==> src/rtl/servo_motion_sequencer.sv <==
// rtl/servo_motion_sequencer.sv - frame-paced ramp sequencer driving the six-channel servo PWM bank
module servo_motion_sequencer #(
  parameter int unsigned N_CH        = 6,
  parameter int unsigned T_PERIOD    = 2000000,
  parameter int unsigned D_MIN       = 50000,
  parameter int unsigned D_MAX       = 250000,
  parameter int unsigned D_INIT      = 150000,
  parameter int unsigned STEP        = 1000,
  parameter int unsigned HOLD_FRAMES = 10
) (
  input  logic                 clk,
  input  logic                 res,
  input  logic                 run,
  input  logic                 cmd_valid,
  output logic                 cmd_ready,
  input  logic [2:0]           cmd_ch,
  input  logic [31:0]          cmd_pos,
  output logic [32*N_CH-1:0]   d_bus,
  output logic [31:0]          t_out,
  output logic [N_CH-1:0]      pwm_en,
  output logic                 frame_tick,
  output logic                 busy,
  output logic                 done,
  output logic                 cmd_err
);

  typedef enum logic [1:0] {IDLE, MOVE, HOLD} state_t;

  state_t          state_q, state_d;
  logic [31:0]     cur_q [N_CH];
  logic [31:0]     cur_d [N_CH];
  logic [31:0]     tgt_q [N_CH];
  logic [31:0]     tgt_d [N_CH];
  logic [31:0]     cnt_q, cnt_d;
  logic [31:0]     hold_q, hold_d;
  logic            tick_q, tick_d;
  logic            ready_q, ready_d;
  logic            err_q, err_d;
  logic            done_q, done_d;
  logic            busy_q, busy_d;
  logic [N_CH-1:0] pwm_q, pwm_d;
  logic [31:0]     pos_clamped;
  logic            fire;
  logic            mism;

  always_comb begin
    fire        = cmd_valid && ready_q;
    pos_clamped = (cmd_pos < D_MIN) ? D_MIN : ((cmd_pos > D_MAX) ? D_MAX : cmd_pos);
    ready_d     = 1'b1;
    pwm_d       = {N_CH{run}};
    err_d       = fire && (int'(cmd_ch) >= int'(N_CH));
    cnt_d       = run ? ((cnt_q == T_PERIOD - 1) ? 32'd0 : cnt_q + 32'd1) : 32'd0;
    tick_d      = run && (cnt_d == T_PERIOD - 1);
    mism        = 1'b0;
    // Steps read tgt_q, so a command landing on a tick only affects the following frame.
    for (int i = 0; i < int'(N_CH); i++) begin
      cur_d[i] = cur_q[i];
      tgt_d[i] = tgt_q[i];
      if (tick_q) begin
        if (cur_q[i] < tgt_q[i])
          cur_d[i] = (tgt_q[i] - cur_q[i] > STEP) ? cur_q[i] + STEP : tgt_q[i];
        else if (cur_q[i] > tgt_q[i])
          cur_d[i] = (cur_q[i] - tgt_q[i] > STEP) ? cur_q[i] - STEP : tgt_q[i];
      end
      if (fire && int'(cmd_ch) == i)
        tgt_d[i] = pos_clamped;
      if (cur_q[i] != tgt_q[i])
        mism = 1'b1;
    end
    state_d = state_q;
    hold_d  = hold_q;
    done_d  = 1'b0;
    case (state_q)
      IDLE: if (mism) state_d = MOVE;
      MOVE: if (!mism) begin
        state_d = HOLD;
        hold_d  = 32'd0;
      end
      HOLD: begin
        if (mism) begin
          state_d = MOVE;
        end else if (tick_q) begin
          hold_d = hold_q + 32'd1;
          if (hold_d == HOLD_FRAMES) begin
            state_d = IDLE;
            done_d  = 1'b1;
          end
        end
      end
      default: state_d = IDLE;
    endcase
    busy_d = (state_d != IDLE);
  end

  always_ff @(posedge clk) begin
    if (res) begin
      for (int i = 0; i < int'(N_CH); i++) begin
        cur_q[i] <= D_INIT;
        tgt_q[i] <= D_INIT;
      end
      state_q <= IDLE;
      cnt_q   <= 32'd0;
      hold_q  <= 32'd0;
      tick_q  <= 1'b0;
      ready_q <= 1'b0;
      err_q   <= 1'b0;
      done_q  <= 1'b0;
      busy_q  <= 1'b0;
      pwm_q   <= '0;
    end else begin
      for (int i = 0; i < int'(N_CH); i++) begin
        cur_q[i] <= cur_d[i];
        tgt_q[i] <= tgt_d[i];
      end
      state_q <= state_d;
      cnt_q   <= cnt_d;
      hold_q  <= hold_d;
      tick_q  <= tick_d;
      ready_q <= ready_d;
      err_q   <= err_d;
      done_q  <= done_d;
      busy_q  <= busy_d;
      pwm_q   <= pwm_d;
    end
  end

  always_comb begin
    d_bus = '0;
    for (int i = 0; i < int'(N_CH); i++)
      d_bus[32*i +: 32] = cur_q[i];
  end

  assign t_out      = 32'(T_PERIOD);
  assign cmd_ready  = ready_q;
  assign pwm_en     = pwm_q;
  assign frame_tick = tick_q;
  assign busy       = busy_q;
  assign done       = done_q;
  assign cmd_err    = err_q;

endmodule

==> config.mk <==
export PLATFORM = sky130hd
export DESIGN_NAME = servo_motion_sequencer
export DESIGN_NICKNAME = d
export VERILOG_FILES = /design/src/rtl/servo_motion_sequencer.sv
export SDC_FILE = /design/constraint.sdc
export NUM_CORES = 2
export LEC_CHECK = 0
export CAP_MARGIN = 20
export CORE_ASPECT_RATIO = 1.75
export CORE_MARGIN = 5
export CORE_UTILIZATION = 45
export CTS_CLUSTER_DIAMETER = 50
export DETAILED_ROUTE_END_ITERATION = 12
export GPL_ROUTABILITY_DRIVEN = 1
export PLACE_DENSITY = 0.77
export SETUP_SLACK_MARGIN = 0.2
export SYNTH_ARGS = -nofsm -noshare
export SYNTH_HDL_FRONTEND = slang
export SYNTH_SLANG_ARGS = --single-unit
==> constraint.sdc <==
create_clock -name clk -period 3.9 [get_ports clk]
set_input_delay 0.975 -clock clk [delete_from_list [all_inputs] [get_ports clk]]
set_output_delay 0.975 -clock clk [all_outputs]
set_load 0.1 [all_outputs]
[After elaboration in Yosys (flattened, before gate mapping)]
Memories as Yosys holds them, arrays and structs flattened.
Index checks and enable logic that the tools add are counted.
Cells by class
  $add $sub $neg: 26
  $lt $le $gt $ge: 27
  equal/unequal tests: 19
  muxes and demuxes: 72
  bitwise gates (word level): 14
  reduce and logical (&&, ||, !) cells: 15
Operators by type and width (number)
  two-way mux 32 bit: 55
  greater-than comparator 32 x 10 -> 1 bit (second input constant): 12
  subtractor 32 bit: 12
  adder 32 x 10 -> 32 bit (second input constant): 6
  greater-than comparator 32 bit: 6
  less-than comparator 32 bit: 6
  != test 32 bit: 6
  subtractor 32 x 10 -> 32 bit (second input constant): 6
  adder 32 x 1 -> 32 bit (second input constant): 2
  == test 32 x 21 -> 1 bit (second input constant): 2
  one-hot mux 32 bit (2 select lines): 1
  == test 32 x 4 -> 1 bit (second input constant): 1
  greater-than comparator 32 x 18 -> 1 bit (second input constant): 1
  less-than comparator 32 x 16 -> 1 bit (second input constant): 1
  == test 3 bit (second input constant): 4
  bitwise OR 1 bit: 12
  two-way mux 1 bit: 10
  two-way mux 2 bit: 5
  logical AND 1 bit: 9
  != test 2 bit (second input constant): 3
  one-hot mux 2 bit (3 select lines): 1
  AND reduction 4 bit: 1
  nonzero test 2 bit: 2
  OR reduction 4 bit: 1
  other kinds (7): 8
Storage, ports and cells
  register bits: 72
  RAM bits: 384
  bits of input ports: 39
  output and inout bits: 235
  memories: 2
Memories
  cur_q: depth 6, bits a word 32, read ports 6, clocked after memory_dff 0, wr ports 6, line 30  | logic [31:0] cur_q [N_CH];
  tgt_q: depth 6, bits a word 32, read ports 6, clocked after memory_dff 0, wr ports 6, line 32  | logic [31:0] tgt_q [N_CH];

[Longest topological paths before layout]
An unclocked memory read counts as a cell.
  word-level depth: 11
  mapped depth: 20
  depth with buffers taken out: 16

[Worst setup path after synthesis]
OpenSTA, ideal clock, no wires.
  path kind: reg2reg
  start point: memory cur_q[1][16]
  end point: memory cur_q[1][14]
  setup time: 127 ps
  data arrival time: 4900 ps
  path slack: -1127 ps
  stages on the path, launching flop included: 17
  period minus slack after synthesis: 5027 ps
  path through: dfxtp_1 clkinv_1 ha_1 buf_2 nand2_1 o21ai_0 nor2_1 a2111o_1 a222oi_1 o2111a_1 o2111ai_1 o41ai_4 buf_6 nor3_1 o32a_1 o21ai_0 a21oi_1
RTL lines (line)
  start: declaration: 30

==> run summary <==
Status = finished with violations
Failing checks = negative setup slack
Clk_skew = 0.04671 ns
Yosys Warn Count = 0
Most common cell after layout, fill and taps aside = buf_4
Dpl cells = 10.01k
Most frequent cells in the layout = 1911 x buf_4, 577 x nor2_1, 541 x a21oi_1
Vias in the first global route = 67.04k
Starting density of the core = 45.36%
Max Buffers Root-to-Sink = 3
Clock sink count = 456
Drt drc = 0
Chip width = 258.8 µm
Top_reg_cell synth = dfxtp_1
Inserted Clock Buffers = 56
First-pass GRT wire length = 381.6 mm
I/O Buffers = 241
Routed via count = 67.57k
Initial antenna violation count = 10
Dpl cell area = 66770 µm²
Nets = 9397
Worst-path fanout max = 7
Min Tclk post-route = 4.483 ns
Synth-to-Final Area Change = 58.80%
CP startpoint kind = register
Cells after synthesis = 6989
Total global-route track usage = 41.78%
Clk slew on worst S/H paths = 0.07 ns
Via/cell ratio = 6.502
Hold/Removal Path Class = reg2reg
Post-DRT Antenna Nets = 0
Layout cells sized above 1 = 39.85%
Final setup vio count = 170
H-tree depth = 2
Die area = 115200 µm²
Final wirelength = 266.3 mm
Cell Area, Synth = 48730 µm²
Largest net degree at the start of global routing = 83
Cell variety after synth = 106
Pins Over Slew Limit = 0
Rows = 159
Hold Violations, Final = 0
Async SR Flop Fraction = 0%
Post-route cell area = 77390 µm²
Syn_area_per_cell = 6.973 µm²
Area of the core = 107400 µm²
#FFs+latches synth = 456
WL per Instance = 25.63 µm
Final std cells w/o fill = 10.39k
Leading area contributor after synthesis = dfxtp_1
Tcrit/Tclk final = 114.9%
Pre-Repair DR Iteration Count = 6
CP Data Required Time = 4.51 ns
Routability Congestion = 1.096
Slew margin rel. = 25.74%
CTS tree = done
LEAKAGE = 34.12 nW
RSZ-0062 raised after global routing = true
Remaining Overflow, GRT = 0
Arr. time, crit path = 5.10 ns
Final worst slack = -0.5826 ns
Peak VDD IR = 359.6 µV
HPWL after DPL = 192.6 mm
Crit end category = register
DRT iter0 DRCs = 6549
Max-capacitance violation count = 0
Max Clk Rate = 223.1 MHz
Largest cells by area after synthesis = dfxtp_1 19%, ha_1 10%, a21oi_1 7.2%
Io pins = 274
Worst skew pair latency = 0.72 ns
Sequential cell area fraction in the yosys report = 18.73%
Crit Path Category = reg2reg
Clock root buffer = clkbuf_16
Share of the synthesized area in the top cell type = 18.73%
Pwr dens = 215.1 nW/µm²
FILL cells = 8059
# hold bufs at CTS = 0
Die height = 445.3 µm
Slew @ Worst Pin = 1.104 ns
Number of synthesized flops with an enable pin = 0
[cell families after synthesis]
family,share of synthesized area [%]
AOI/OAI and AO/OA,31.80
DFF,18.73
other,0.01541
muxes,1.279
xor gates and xnor gates,6.416
adders and majority gates,10.25
and+or+nand+nor,23.66
buffers and inverters,7.846
[what timing repair did]
item / CTS / global route
resized for setup: 727 / 650
buffers inserted: 147 / 91
gates cloned: 24 / 3
pin swaps: 338 / 304
endpoints found under the setup margin: 225 / 228
[critical path: stages, from the launching register on]
cell,delay [ns]
dfxtp_4,0.36
clkinvlp_4,0.37
ha_4,0.33
buf_4,0.14
a21oi_1,0.14
o21ai_1,0.12
a21o_1,0.23
a221o_1,0.37
a31oi_2,0.19
mux2i_1,0.12
or4_4,0.45
nor4_4,0.27
buf_4,0.19
a21o_4,0.16
buf_12,0.13
buf_6,0.10
buf_12,0.13
nand3_4,0.25
nor2_4,0.17
a21oi_2,0.04
nor2_1,0.11
[registers in the layout (all words and copies together) (netlist names)]
register / cells
cur_q: 192
tgt_q: 192
cnt_q: 32
hold_q: 32
state_q: 2
busy: 1
cmd_err: 1
cmd_ready: 1
done: 1
frame_tick: 1
pwm_en: 1
[final cells by class]
class | count | area, µm² | area share, %
antenna | 14 | 35.03 | 0.04527
clock buffer | 75 | 1638 | 2.116
clock inverter | 31 | 299.0 | 0.3864
inverter | 502 | 1998 | 2.582
multi-input combinational | 5639 | 42280 | 54.63
sequential | 456 | 9812 | 12.68
tap | 1368 | 1712 | 2.212
timing repair buffer | 2305 | 19610 | 25.34
timing repair inverter | 1 | 7.507 | 0.009701
[per-layer routing]
layer / part of all wire [%] / routed length (µm) / global-route usage [%] / vias up
met2: 48 / 126900 / 74.51 / 4562
met4: 13 / 34390 / 41.19 / 2
li1: - / - / - / 29500
met5: 0.0030 / 8 / 0 / -
met3: 8.2 / 21840 / 9.198 / 2048
met1: 31 / 83170 / 38.33 / 31460
[Yosys cell counts, types with 84 or more instances]
master,count
nor2_1,648
nor4_1,85
nand3_1,191
clkbuf_1,274
nor3_1,290
xnor2_1,283
or3_1,85
a31oi_1,93
o211ai_1,109
o21ai_0,481
a21o_1,140
nand2_1,577
a211oi_1,102
dfxtp_1,456
inv_1,490
o21a_1,90
ha_1,393
a21oi_1,703
nand4_1,146
o221ai_1,84
[report_power, final]
part,internal (W),switching (W)
Clock,0.00309,0.00261
Sequential,0.00457,0.0000288
Combinational,0.00298,0.00336
[worst paths after layout]
| check | cells after the start | startpoint | slack [ns] | endpoint |
|---|---|---|---|---|
| worst max-delay path | 20 | cur_q[2][13]$_SDFFE_PP0P_ | -0.58 | cur_q[2][1]$_SDFFE_PP0P_ |
| worst min-delay path | 1 | cnt_q[0]$_SDFF_PP0_ | 0.48 | cnt_q[0]$_SDFF_PP0_ |
| worst max register to register | 20 | cur_q[2][13]$_SDFFE_PP0P_ | -0.58 | cur_q[2][1]$_SDFFE_PP0P_ |
| worst min register to register | 1 | cnt_q[0]$_SDFF_PP0_ | 0.48 | cnt_q[0]$_SDFF_PP0_ |
[through the flow]
stage | setup TNS [ns] | setup WS [ns] | hold WS [ns] | utilization (%) | total power [W]
floorplan | -10.70 | -0.3214 | 0.4298 | - | 0.007216
global placement | -53.67 | -0.5357 | 0.4396 | 62.16 | 0.008924
detailed placement | -59.61 | -0.5984 | 0.4682 | 62.16 | 0.008959
CTS | -15.83 | -0.3612 | 0.4821 | 68.40 | 0.01565
global route | -73.37 | -0.7252 | 0.5124 | 72.01 | 0.01703
finish | -48.25 | -0.5826 | 0.4846 | 72.04 | 0.01664
Note: power is estimated with default switching activity, not from simulation.
